File: config.mk
export PLATFORM = sky130hd
export DESIGN_NAME = mc_control_fsm_flat
export DESIGN_NICKNAME = d
export VERILOG_FILES = /design/src/rtl/mc_control_fsm_if.sv /design/src/rtl/mc_control_fsm.sv /design/src/flat_wrapper.sv
export SDC_FILE = /design/constraint.sdc
export NUM_CORES = 1
export LEC_CHECK = 0
export BUFFER_PORTS_ARGS = -buffer_cell sky130_fd_sc_hd__buf_4
export CAP_MARGIN = 10
export CORE_MARGIN = 10
export CORE_UTILIZATION = 48
export DETAILED_ROUTE_END_ITERATION = 8
export GPL_ROUTABILITY_DRIVEN = 0
export PLACE_DENSITY = 0.84
export SETUP_SLACK_MARGIN = 0.02
export SYNTH_ARGS = -nofsm -noshare
export SYNTH_HDL_FRONTEND = slang
export SYNTH_SLANG_ARGS = --single-unit
File: constraint.sdc
create_clock -name clk -period 2.3 [get_ports clk]
set_input_delay 0.115 -clock clk [delete_from_list [all_inputs] [get_ports clk]]
set_output_delay 0.115 -clock clk [all_outputs]
set_load 0.1 [all_outputs]
File: src/rtl/mc_control_fsm_if.sv
// Bundles the instruction-field and ALU-flag inputs with the datapath control outputs
// of the multicycle control unit. The master side is the instruction register and ALU
// (the testbench stands in for them). The slave side is the control FSM.
interface mc_control_fsm_if;
  // Instruction fields and ALU flags
  logic [3:0] Cond;
  logic [1:0] Op;
  logic [5:0] Funct;
  logic [3:0] Rd;
  logic [3:0] ALUFlags;

  // Datapath controls
  logic       IRWrite;
  logic       AdrSrc;
  logic       ALUSrcA;
  logic [1:0] ALUSrcB;
  logic [1:0] ResultSrc;
  logic [1:0] ImmSrc;
  logic [1:0] RegSrc;
  logic [2:0] ALUControl;
  logic       PCWrite;
  logic       RegWrite;
  logic       MemWrite;
  logic       BrL;
  logic       Illegal;

  modport master (
    output Cond, Op, Funct, Rd, ALUFlags,
    input  IRWrite, AdrSrc, ALUSrcA, ALUSrcB, ResultSrc, ImmSrc, RegSrc,
           ALUControl, PCWrite, RegWrite, MemWrite, BrL, Illegal
  );

  modport slave (
    input  Cond, Op, Funct, Rd, ALUFlags,
    output IRWrite, AdrSrc, ALUSrcA, ALUSrcB, ResultSrc, ImmSrc, RegSrc,
           ALUControl, PCWrite, RegWrite, MemWrite, BrL, Illegal
  );
endinterface

File: src/rtl/mc_control_fsm.sv
// Multicycle control unit for the ARM-subset processor. It steps the shared-memory
// datapath through fetch, decode, memory, execute, write-back and branch states.
// It keeps the NZCV flags. It evaluates the condition field once in DECODE and holds
// the result in cond_ex_q for the rest of the instruction. Every write enable is a
// decode of registered state, gated by that held result and forced low during reset.
module mc_control_fsm #(
  parameter logic [3:0] FLAGS_RST = 4'b0000
) (
  input  logic               clk,
  input  logic               reset,
  mc_control_fsm_if.slave    bus,
  output logic [3:0]         state_dbg
);

  typedef enum logic [3:0] {
    S_FETCH  = 4'd0,
    S_DECODE = 4'd1,
    S_MEMADR = 4'd2,
    S_MEMRD  = 4'd3,
    S_MEMWB  = 4'd4,
    S_MEMWR  = 4'd5,
    S_EXECR  = 4'd6,
    S_EXECI  = 4'd7,
    S_ALUWB  = 4'd8,
    S_BRANCH = 4'd9
  } state_t;

  state_t     state_q, state_d;
  logic [3:0] flags_q, flags_d;
  logic       cond_ex_q, cond_ex_d;

  // Raw per-state controls, before condition gating
  logic       next_pc, branch, reg_w, mem_w, brl_raw, alu_op, ir_write_raw, illegal_raw;
  logic       adr_src, alu_src_a;
  logic [1:0] alu_src_b, result_src;
  logic [2:0] alu_control;
  logic [1:0] flag_w;
  logic       cond_ex;
  logic       rd_is_pc;

  assign rd_is_pc  = (bus.Rd == 4'd15);
  assign state_dbg = state_q;

  // State, flags and held condition result; reset aborts any instruction in flight
  always_ff @(posedge clk) begin
    if (reset) begin
      state_q   <= S_FETCH;
      flags_q   <= FLAGS_RST;
      cond_ex_q <= 1'b0;
    end else begin
      state_q   <= state_d;
      flags_q   <= flags_d;
      cond_ex_q <= cond_ex_d;
    end
  end

  // Next-state logic and raw per-state control decode
  always_comb begin
    state_d      = S_FETCH;
    next_pc      = 1'b0;
    branch       = 1'b0;
    reg_w        = 1'b0;
    mem_w        = 1'b0;
    brl_raw      = 1'b0;
    alu_op       = 1'b0;
    ir_write_raw = 1'b0;
    illegal_raw  = 1'b0;
    adr_src      = 1'b0;
    alu_src_a    = 1'b0;
    alu_src_b    = 2'b00;
    result_src   = 2'b00;
    case (state_q)
      S_FETCH: begin
        state_d      = S_DECODE;
        ir_write_raw = 1'b1;
        alu_src_a    = 1'b1;
        alu_src_b    = 2'b10;
        result_src   = 2'b10;
        next_pc      = 1'b1;
      end
      S_DECODE: begin
        alu_src_a  = 1'b1;
        alu_src_b  = 2'b10;
        result_src = 2'b10;
        case (bus.Op)
          2'b01: state_d = S_MEMADR;
          2'b00: begin
            if (bus.Funct[4:0] == 5'b10010) state_d = S_FETCH;
            else if (bus.Funct[5])          state_d = S_EXECI;
            else                            state_d = S_EXECR;
          end
          2'b10: state_d = S_BRANCH;
          default: begin
            state_d     = S_FETCH;
            illegal_raw = 1'b1;
          end
        endcase
      end
      S_MEMADR: begin
        alu_src_b = 2'b01;
        state_d   = bus.Funct[0] ? S_MEMRD : S_MEMWR;
      end
      S_MEMRD: begin
        adr_src = 1'b1;
        state_d = S_MEMWB;
      end
      S_MEMWB: begin
        result_src = 2'b01;
        reg_w      = 1'b1;
      end
      S_MEMWR: begin
        adr_src = 1'b1;
        mem_w   = 1'b1;
      end
      S_EXECR: begin
        alu_op  = 1'b1;
        state_d = S_ALUWB;
      end
      S_EXECI: begin
        alu_src_b = 2'b01;
        alu_op    = 1'b1;
        state_d   = S_ALUWB;
      end
      S_ALUWB: begin
        reg_w = 1'b1;
      end
      S_BRANCH: begin
        alu_src_b  = 2'b01;
        result_src = 2'b10;
        branch     = 1'b1;
        reg_w      = bus.Funct[4];
        brl_raw    = bus.Funct[4];
      end
      default: state_d = S_FETCH;
    endcase
  end

  // ALU operation select and flag-write enables
  always_comb begin
    alu_control = 3'b000;
    if (alu_op) begin
      case (bus.Funct[4:1])
        4'b0100: alu_control = 3'b000;
        4'b0010: alu_control = 3'b001;
        4'b0000: alu_control = 3'b010;
        4'b1100: alu_control = 3'b011;
        4'b1101: alu_control = 3'b100;
        default: alu_control = 3'b000;
      endcase
    end
    flag_w[1] = alu_op & bus.Funct[0];
    flag_w[0] = flag_w[1] & ((alu_control == 3'b000) | (alu_control == 3'b001));
  end

  // Condition check against current flags (N=3, Z=2, C=1, V=0)
  always_comb begin
    cond_ex = 1'b0;
    case (bus.Cond)
      4'b0000: cond_ex = flags_q[2];
      4'b0001: cond_ex = ~flags_q[2];
      4'b0010: cond_ex = flags_q[1];
      4'b0011: cond_ex = ~flags_q[1];
      4'b0100: cond_ex = flags_q[3];
      4'b0101: cond_ex = ~flags_q[3];
      4'b0110: cond_ex = flags_q[0];
      4'b0111: cond_ex = ~flags_q[0];
      4'b1000: cond_ex = flags_q[1] & ~flags_q[2];
      4'b1001: cond_ex = ~(flags_q[1] & ~flags_q[2]);
      4'b1010: cond_ex = (flags_q[3] == flags_q[0]);
      4'b1011: cond_ex = (flags_q[3] != flags_q[0]);
      4'b1100: cond_ex = ~flags_q[2] & (flags_q[3] == flags_q[0]);
      4'b1101: cond_ex = ~(~flags_q[2] & (flags_q[3] == flags_q[0]));
      4'b1110: cond_ex = 1'b1;
      default: cond_ex = 1'b0;
    endcase
  end

  // Latch the condition result in DECODE; update flags only when the instruction executes
  always_comb begin
    cond_ex_d = (state_q == S_DECODE) ? cond_ex : cond_ex_q;
    flags_d   = flags_q;
    if (flag_w[1] & cond_ex_q) flags_d[3:2] = bus.ALUFlags[3:2];
    if (flag_w[0] & cond_ex_q) flags_d[1:0] = bus.ALUFlags[1:0];
  end

  // Ungated mux selects
  assign bus.AdrSrc     = adr_src;
  assign bus.ALUSrcA    = alu_src_a;
  assign bus.ALUSrcB    = alu_src_b;
  assign bus.ResultSrc  = result_src;
  assign bus.ImmSrc     = bus.Op;
  assign bus.RegSrc     = {(bus.Op == 2'b01), (bus.Op == 2'b10)};
  assign bus.ALUControl = alu_control;

  // Enables: gated by the held condition result and forced low while reset is high
  assign bus.IRWrite  = ir_write_raw & ~reset;
  assign bus.PCWrite  = ~reset & (next_pc | (branch & cond_ex_q) |
                        (((state_q == S_ALUWB) | (state_q == S_MEMWB)) & rd_is_pc & cond_ex_q));
  assign bus.RegWrite = ~reset & reg_w & cond_ex_q & ~(rd_is_pc & (state_q != S_BRANCH));
  assign bus.MemWrite = ~reset & mem_w & cond_ex_q;
  assign bus.BrL      = ~reset & brl_raw & cond_ex_q;
  assign bus.Illegal  = ~reset & illegal_raw;

endmodule

File: src/flat_wrapper.sv
// flat-port wrapper written by rule: the top's interface ports become plain ports
module mc_control_fsm_flat 
#(
  parameter logic [3:0] FLAGS_RST = 4'b0000
)
  (clk, reset, state_dbg, bus_Cond, bus_Op, bus_Funct, bus_Rd, bus_ALUFlags, bus_IRWrite, bus_AdrSrc, bus_ALUSrcA, bus_ALUSrcB, bus_ResultSrc, bus_ImmSrc, bus_RegSrc, bus_ALUControl, bus_PCWrite, bus_RegWrite, bus_MemWrite, bus_BrL, bus_Illegal);
  mc_control_fsm_if bus_i ();
  input  logic clk;
  input  logic reset;
  output logic [3:0] state_dbg;
  input wire logic [$bits(bus_i.Cond)-1:0] bus_Cond;
  input wire logic [$bits(bus_i.Op)-1:0] bus_Op;
  input wire logic [$bits(bus_i.Funct)-1:0] bus_Funct;
  input wire logic [$bits(bus_i.Rd)-1:0] bus_Rd;
  input wire logic [$bits(bus_i.ALUFlags)-1:0] bus_ALUFlags;
  output wire logic [$bits(bus_i.IRWrite)-1:0] bus_IRWrite;
  output wire logic [$bits(bus_i.AdrSrc)-1:0] bus_AdrSrc;
  output wire logic [$bits(bus_i.ALUSrcA)-1:0] bus_ALUSrcA;
  output wire logic [$bits(bus_i.ALUSrcB)-1:0] bus_ALUSrcB;
  output wire logic [$bits(bus_i.ResultSrc)-1:0] bus_ResultSrc;
  output wire logic [$bits(bus_i.ImmSrc)-1:0] bus_ImmSrc;
  output wire logic [$bits(bus_i.RegSrc)-1:0] bus_RegSrc;
  output wire logic [$bits(bus_i.ALUControl)-1:0] bus_ALUControl;
  output wire logic [$bits(bus_i.PCWrite)-1:0] bus_PCWrite;
  output wire logic [$bits(bus_i.RegWrite)-1:0] bus_RegWrite;
  output wire logic [$bits(bus_i.MemWrite)-1:0] bus_MemWrite;
  output wire logic [$bits(bus_i.BrL)-1:0] bus_BrL;
  output wire logic [$bits(bus_i.Illegal)-1:0] bus_Illegal;
  assign bus_i.Cond = bus_Cond;
  assign bus_i.Op = bus_Op;
  assign bus_i.Funct = bus_Funct;
  assign bus_i.Rd = bus_Rd;
  assign bus_i.ALUFlags = bus_ALUFlags;
  assign bus_IRWrite = bus_i.IRWrite;
  assign bus_AdrSrc = bus_i.AdrSrc;
  assign bus_ALUSrcA = bus_i.ALUSrcA;
  assign bus_ALUSrcB = bus_i.ALUSrcB;
  assign bus_ResultSrc = bus_i.ResultSrc;
  assign bus_ImmSrc = bus_i.ImmSrc;
  assign bus_RegSrc = bus_i.RegSrc;
  assign bus_ALUControl = bus_i.ALUControl;
  assign bus_PCWrite = bus_i.PCWrite;
  assign bus_RegWrite = bus_i.RegWrite;
  assign bus_MemWrite = bus_i.MemWrite;
  assign bus_BrL = bus_i.BrL;
  assign bus_Illegal = bus_i.Illegal;
  mc_control_fsm #(.FLAGS_RST(FLAGS_RST)) u_core (.clk(clk), .reset(reset), .bus(bus_i), .state_dbg(state_dbg));
endmodule
# Yosys cells after proc, flatten, opt, wreduce, memory -nomap -nowiden
# Index checks and enable logic that the tools add are counted.
totals:
  input_bits: 22
  out_inout_bits: 23
  wordCells: 102
  ff_bits: 9
op_classes:
  n_reduce_logical: 12
  mux: 20
  n_eq_ne: 34
  n_bitwise: 32
ops:
  columns: ["cell", "count"]
  rows:
  - ["$eq A4 B4 Y1 const B", 12]
  - ["$eq A4 B3 Y1 const B", 8]
  - ["$and A1 B1 Y1", 20]
  - ["$eq A4 B2 Y1 const B", 5]
  - ["$pmux W4 S5", 1]
  - ["$pmux W1 S15", 1]
  - ["$logic_not A4 Y1", 3]
  - ["$pmux W3 S4", 1]
  - ["$pmux W4 S3", 1]
  - ["$mux W1", 10]
  - ["$reduce_or A3 Y1", 3]
  - ["$eq A4 B1 Y1 const B", 2]
  - ["$not A1 Y1", 8]
  - ["$pmux W2 S2", 2]
  - ["$reduce_or A2 Y1", 4]
  - ["$mux W3", 2]
  - ["$eq A5 B5 Y1 const B", 1]
  - ["$mux W4", 1]
  - ["$ne A4 B4 Y1 const B", 1]
  - ["$or A1 B1 Y1", 4]
  - ["$eq A3 B1 Y1 const B", 1]
  - ["$logic_not A3 Y1", 1]
  - ["$eq A2 B1 Y1 const B", 1]
  - ["$eq A2 B2 Y1 const B", 1]
  - ["4 further kinds", 4]

# Depth between registers and ports, before layout
logic_depth:
  ltp_word: 8
  mapped_depth: 6
  ltp_nobuf: 5

# Least setup slack after synthesis
# No wires, ideal clock.
synth_timing:
  path_kind: "register to output"
  startpoint: "register u_core.state_q[2] (netlist: u_core.state_dbg[2])"
  endpoint: "output port bus_MemWrite"
  stages_incl_launch_ff: 4
  arrival_ns: 4.411
  t_required_ns: 2.185
  path_buffers: 1
  path_slack_ns: -2.226
  cell_sequence: "dfxtp_1 -> buf_1 -> inv_1 -> nor4_1"
synth_via:
  elab_chain_cells: 4
synth_rtl:
  columns: ["element", "line_no", "rtl"]
  rows:
  - ["from (decl)", "mc_control_fsm.sv:28", "state_t state_q, state_d;"]
  - ["from (signal assigned)", "mc_control_fsm.sv:51", "state_q <= state_d;"]
  - ["$eq A4 B3 Y1", "mc_control_fsm.sv:72", "case (state_q)"]
  - ["$mux W1", "mc_control_fsm.sv:72", null]
  - ["$and A1 B1 Y1 (2 in a row)", "mc_control_fsm.sv:200", "assign bus.MemWrite = ~reset & mem_w & cond_ex_q;"]
  - ["to (decl)", "flat_wrapper.sv:26", "output wire logic [$bits(bus_i.MemWrite)-1:0] bus_MemWrite;"]
# Every way passes these cells.

# Final worst setup path
layout_timing:
  startpoint: "register u_core.state_q[1] (netlist: u_core.state_dbg[1])"
  endpoint: "output port bus_ALUControl[1]"
layout_via:
  elab_chain_cells: 4
  elab_cells_between_ends: 5
  cone_classes: "eq/ne (2); mux (2); reduce/logical (1)"
layout_rtl:
  columns: ["element", "line_no", "rtl"]
  rows:
  - ["$eq A4 B3 Y1", "mc_control_fsm.sv:72", null]
  - ["$reduce_or A2 Y1 (no source line) *", null, null]
  - ["$mux W1 *", "mc_control_fsm.sv:72", null]
  - ["$mux W3 *", "mc_control_fsm.sv:141", "if (alu_op) begin"]
  - ["to (decl)", "flat_wrapper.sv:23", "output wire logic [$bits(bus_i.ALUControl)-1:0] bus_ALUControl;"]
# Mark *: on every way between the ends. The rest lies on a longest branch, timed or not.

==> results.rst <==
.. list-table::
   :header-rows: 1

   * - Metric
     - Value
   * - Count of antenna diodes in the layout
     - 0
   * - Leakage dissipation
     - roughly 0.55 nW
   * - Clock latency on the worst-skew pair
     - approximately 0.26 ns
   * - Worst endpoint data arrival time
     - about 1.9 ns
   * - Syn Nets
     - 151
   * - Remaining global-route overflow
     - 0
   * - Power density relative to cell area
     - ~530 nW/um^2
   * - Routed length on met2
     - roughly 1600 um
   * - Final slew viol count
     - 0
   * - DPL Wire Length
     - roughly 2400 um
   * - Max Used Layer
     - met4
   * - Wire length on met3
     - 150 um
   * - Reg-to-reg startpoint
     - u_core.state_dbg[1]
   * - Portion of the clock cycle consumed by the worst path in the final layout
     - 0.865
   * - #FFs+latches synth
     - 9
   * - Initial antenna violation count
     - 0
   * - Switching share of total power
     - 0.533
   * - Max Clock Skew
     - 0.00415 ns
   * - Required time reported for the critical path endpoint
     - roughly 2.2 ns
   * - Number of nets in the layout
     - ~190
   * - Number of enable-type register cells in the synthesized netlist
     - 0
   * - Hold Startpoint
     - bus_ALUFlags[0]
   * - Die width
     - 62.7 um
   * - First-pass GRT wire length
     - slightly below 5000 um
   * - Metal1 wirelength
     - ~1100 um
   * - MaxCap Viol Count
     - 0
   * - Outcome
     - complete, no violations
   * - Setup violation total in the final timing report
     - 0
   * - Number of buffers inserted by hold repair at cts
     - 0
   * - Worst min-delay path endpoint
     - u_core.flags_q[0]
   * - Most common cell after layout, fill and taps aside
     - sky130_fd_sc_hd__buf_4
   * - Synth Flop Type
     - sky130_fd_sc_hd__dfxtp_1
   * - RSZ-0062 raised after global routing
     - no
   * - First-pass iteration count of the detailed router
     - 6
   * - Placeable core region
     - approximately 1700 um^2
   * - Total wirelength of the detailed-routed design
     - about 3000 um
   * - Kind of capture point of the worst setup path
     - output pin
   * - Clock buffer depth
     - 2
   * - Cells after Synth
     - 129
   * - Share of synthesized flip-flops with an asynchronous set or reset
     - 0
   * - Total number of placement rows
     - 15
   * - CP startpoint kind
     - register
   * - Count of port buffers added during placement
     - 44
   * - Drt via density
     - about 5.7
   * - Number of levels in the clock H-tree
     - 1
   * - Sequential share of power
     - 0.265
   * - Worst relative slew slack
     - 0.751
   * - Hold path cells
     - 3
   * - ANT nets after route
     - 0
   * - Cell area after technology mapping
     - around 880 um^2
   * - Layout cells sized above 1
     - 0.428
   * - Power share of the clock group
     - 0.163
   * - Clock root buffer master
     - sky130_fd_sc_hd__clkbuf_4
   * - Post-CTS setup repair buffer count
     - 0
   * - Distinct cell type count after synthesis
     - 40
   * - Number of fillers in the final layout
     - 128
   * - Wire length per cell
     - between 15 and 20 um
   * - Post-synthesis to final-layout area growth
     - 57.7%
   * - Avg Cell Area, Syn
     - 6.79 um^2
   * - Effective utilization at floorplan
     - 0.507
   * - Critical path type
     - reg2out
   * - DRC Markers
     - 0
   * - Drt first-iter violations
     - 27
   * - Min Hold Slack
     - about 0.094 ns
   * - Combinational share of power
     - 0.572
   * - Worst-margin pin slew
     - around 0.37 ns
   * - CTS buffer count
     - 3
   * - Sink count of the clock tree
     - 9
   * - Net load switching power
     - between 0.3 and 0.4 mW
   * - Global routing usage summed across all routing layers
     - 0.143
   * - Count of cells resized by post-cts repair
     - 0
   * - Via Count
     - about 1100
   * - Cell-internal power
     - between 0.3 and 0.4 mW
   * - Largest net degree at the start of global routing
     - 15
   * - Total Neg Setup Slack
     - 0 ns
   * - Clock transition at the registers of the reported paths
     - approximately 0.06 ns
   * - IO Count
     - 45
   * - Most used cells in the layout excluding fill and tap cells
     - sky130_fd_sc_hd__buf_4, sky130_fd_sc_hd__nand2_1, sky130_fd_sc_hd__nor2_1
   * - Die Footprint
     - 3930 um^2
   * - Reg2Reg Depth
     - 5
   * - Via count of the first global-routing pass
     - 1040
   * - Final hold violation count
     - 0
   * - Util after Layout
     - 0.800
   * - Peak fanout along the critical path
     - 14
   * - Fraction of the yosys area taken by sequential cells
     - 0.206
   * - Die Span Y
     - between 60 and 70 um
   * - Synthesis warning total
     - 0
   * - Minimum setup slack among reg-to-reg paths
     - ~0.66 ns
   * - TritonCTS clock tree
     - built
   * - FMAX
     - 503 MHz
   * - Kind of path behind the tightest hold check
     - in2reg
   * - Capturing point of the worst reg2reg path
     - u_core.flags_q[1]
   * - Min Clock Period, post-route
     - roughly 2.0 ns
   * - Worst supply voltage drop on vdd
     - approximately 0.00031 V
flip-flops by register name, summed over array words and instances, names as in the netlist:
signal            count
u_core.state_dbg      4
u_core.flags_q        4
u_core.cond_ex_q      1
layer usage:
| metal | up-vias | track usage |
|---|---|---|
| li1 | 543 | - |
| met1 | 507 | 0.147 |
| met2 | 33 | 0.274 |
| met3 | 4 | 0.0323 |
| met4 | 0 | 0.0447 |
| met5 | - | 0 |
logic make-up (layout without fill, tap and decap cells):
kind of cell | after synthesis | count (layout) | synth area share
DFF | 9 | 9 | 0.206
xor gates and xnor gates | 7 | 7 | 0.0700
and+or+nand+nor | 61 | 61 | 0.353
buffers and inverters | 17 | 54 | 0.103
AOI/OAI and AO/OA | 33 | 33 | 0.246
muxes | 2 | 2 | 0.0229
stage by stage:
step,cells,cell area [um^2],setup WS (ns),total power [mW]
floorplan,129,1060,-0.0113,0.521
global placement,187,1360,0.652,0.607
detailed placement,187,1360,0.585,0.615
CTS,191,1380,0.310,0.734
global route,191,1380,0.176,0.766
finish,191,1380,0.311,0.730
synthesized netlist by cell type (2+ instances only):
master,instances,area share
sky130_fd_sc_hd__nand2_1,15,0.064
sky130_fd_sc_hd__a21oi_1,11,0.063
sky130_fd_sc_hd__a211oi_1,2,0.017
sky130_fd_sc_hd__inv_1,5,0.021
sky130_fd_sc_hd__nand3b_1,3,0.026
sky130_fd_sc_hd__a31oi_1,4,0.029
sky130_fd_sc_hd__dfxtp_1,9,0.21
sky130_fd_sc_hd__mux2i_1,2,0.023
sky130_fd_sc_hd__buf_4,3,0.026
sky130_fd_sc_hd__nor3_1,10,0.057
sky130_fd_sc_hd__xnor2_1,6,0.060
sky130_fd_sc_hd__nand3_1,3,0.017
sky130_fd_sc_hd__buf_6,2,0.026
sky130_fd_sc_hd__nor2b_1,3,0.021
sky130_fd_sc_hd__nor4_1,3,0.021
sky130_fd_sc_hd__nor2_1,14,0.060
sky130_fd_sc_hd__o21ai_0,5,0.029
sky130_fd_sc_hd__clkbuf_1,5,0.021
sky130_fd_sc_hd__or3_1,3,0.021
how the worst max path moves through the flow:
stage	startpoint	end	depth (start not counted)
final	u_core.state_dbg[1]	bus_ALUControl[1]	4
after global routing	u_core.state_dbg[1]	bus_ALUControl[1]	4
after CTS	u_core.state_dbg[1]	bus_ALUControl[1]	4
after detailed placement	u_core.state_dbg[1]	bus_ALUControl[1]	4
after global placement	u_core.state_dbg[1]	bus_ALUControl[1]	4
after floorplan	u_core.state_dbg[0]	bus_MemWrite	3
cell type report:
type | count | area [um^2] | area share
Multi-Input combinational cell | 103 | 776 | 0.562
Timing Repair Buffer | 44 | 330 | 0.239
Sequential cell | 9 | 195 | 0.141
Tap cell | 25 | 31.3 | 0.0226
Clock buffer | 4 | 26.3 | 0.0190
Inverter | 6 | 22.5 | 0.0163
power by group through the flow:
| stage | combinational (mW) | sequential [mW] | clock, mW |
|---|---|---|---|
| after global placement | 0.411 | 0.196 | 0 |
| after floorplan | 0.304 | 0.217 | 0 |
| final | 0.418 | 0.193 | 0.119 |
| after global routing | 0.439 | 0.196 | 0.131 |
| after CTS | 0.420 | 0.193 | 0.120 |
| after detailed placement | 0.418 | 0.197 | 0 |
critical path: stages, from the launching register on:
cell and delay [ns]:
sky130_fd_sc_hd__dfxtp_4 0.49, sky130_fd_sc_hd__nor2b_1 0.29, sky130_fd_sc_hd__nand2_2 0.21, sky130_fd_sc_hd__nor4_4 0.30, sky130_fd_sc_hd__buf_4 0.32
Note: power is estimated with default switching activity, not from simulation.
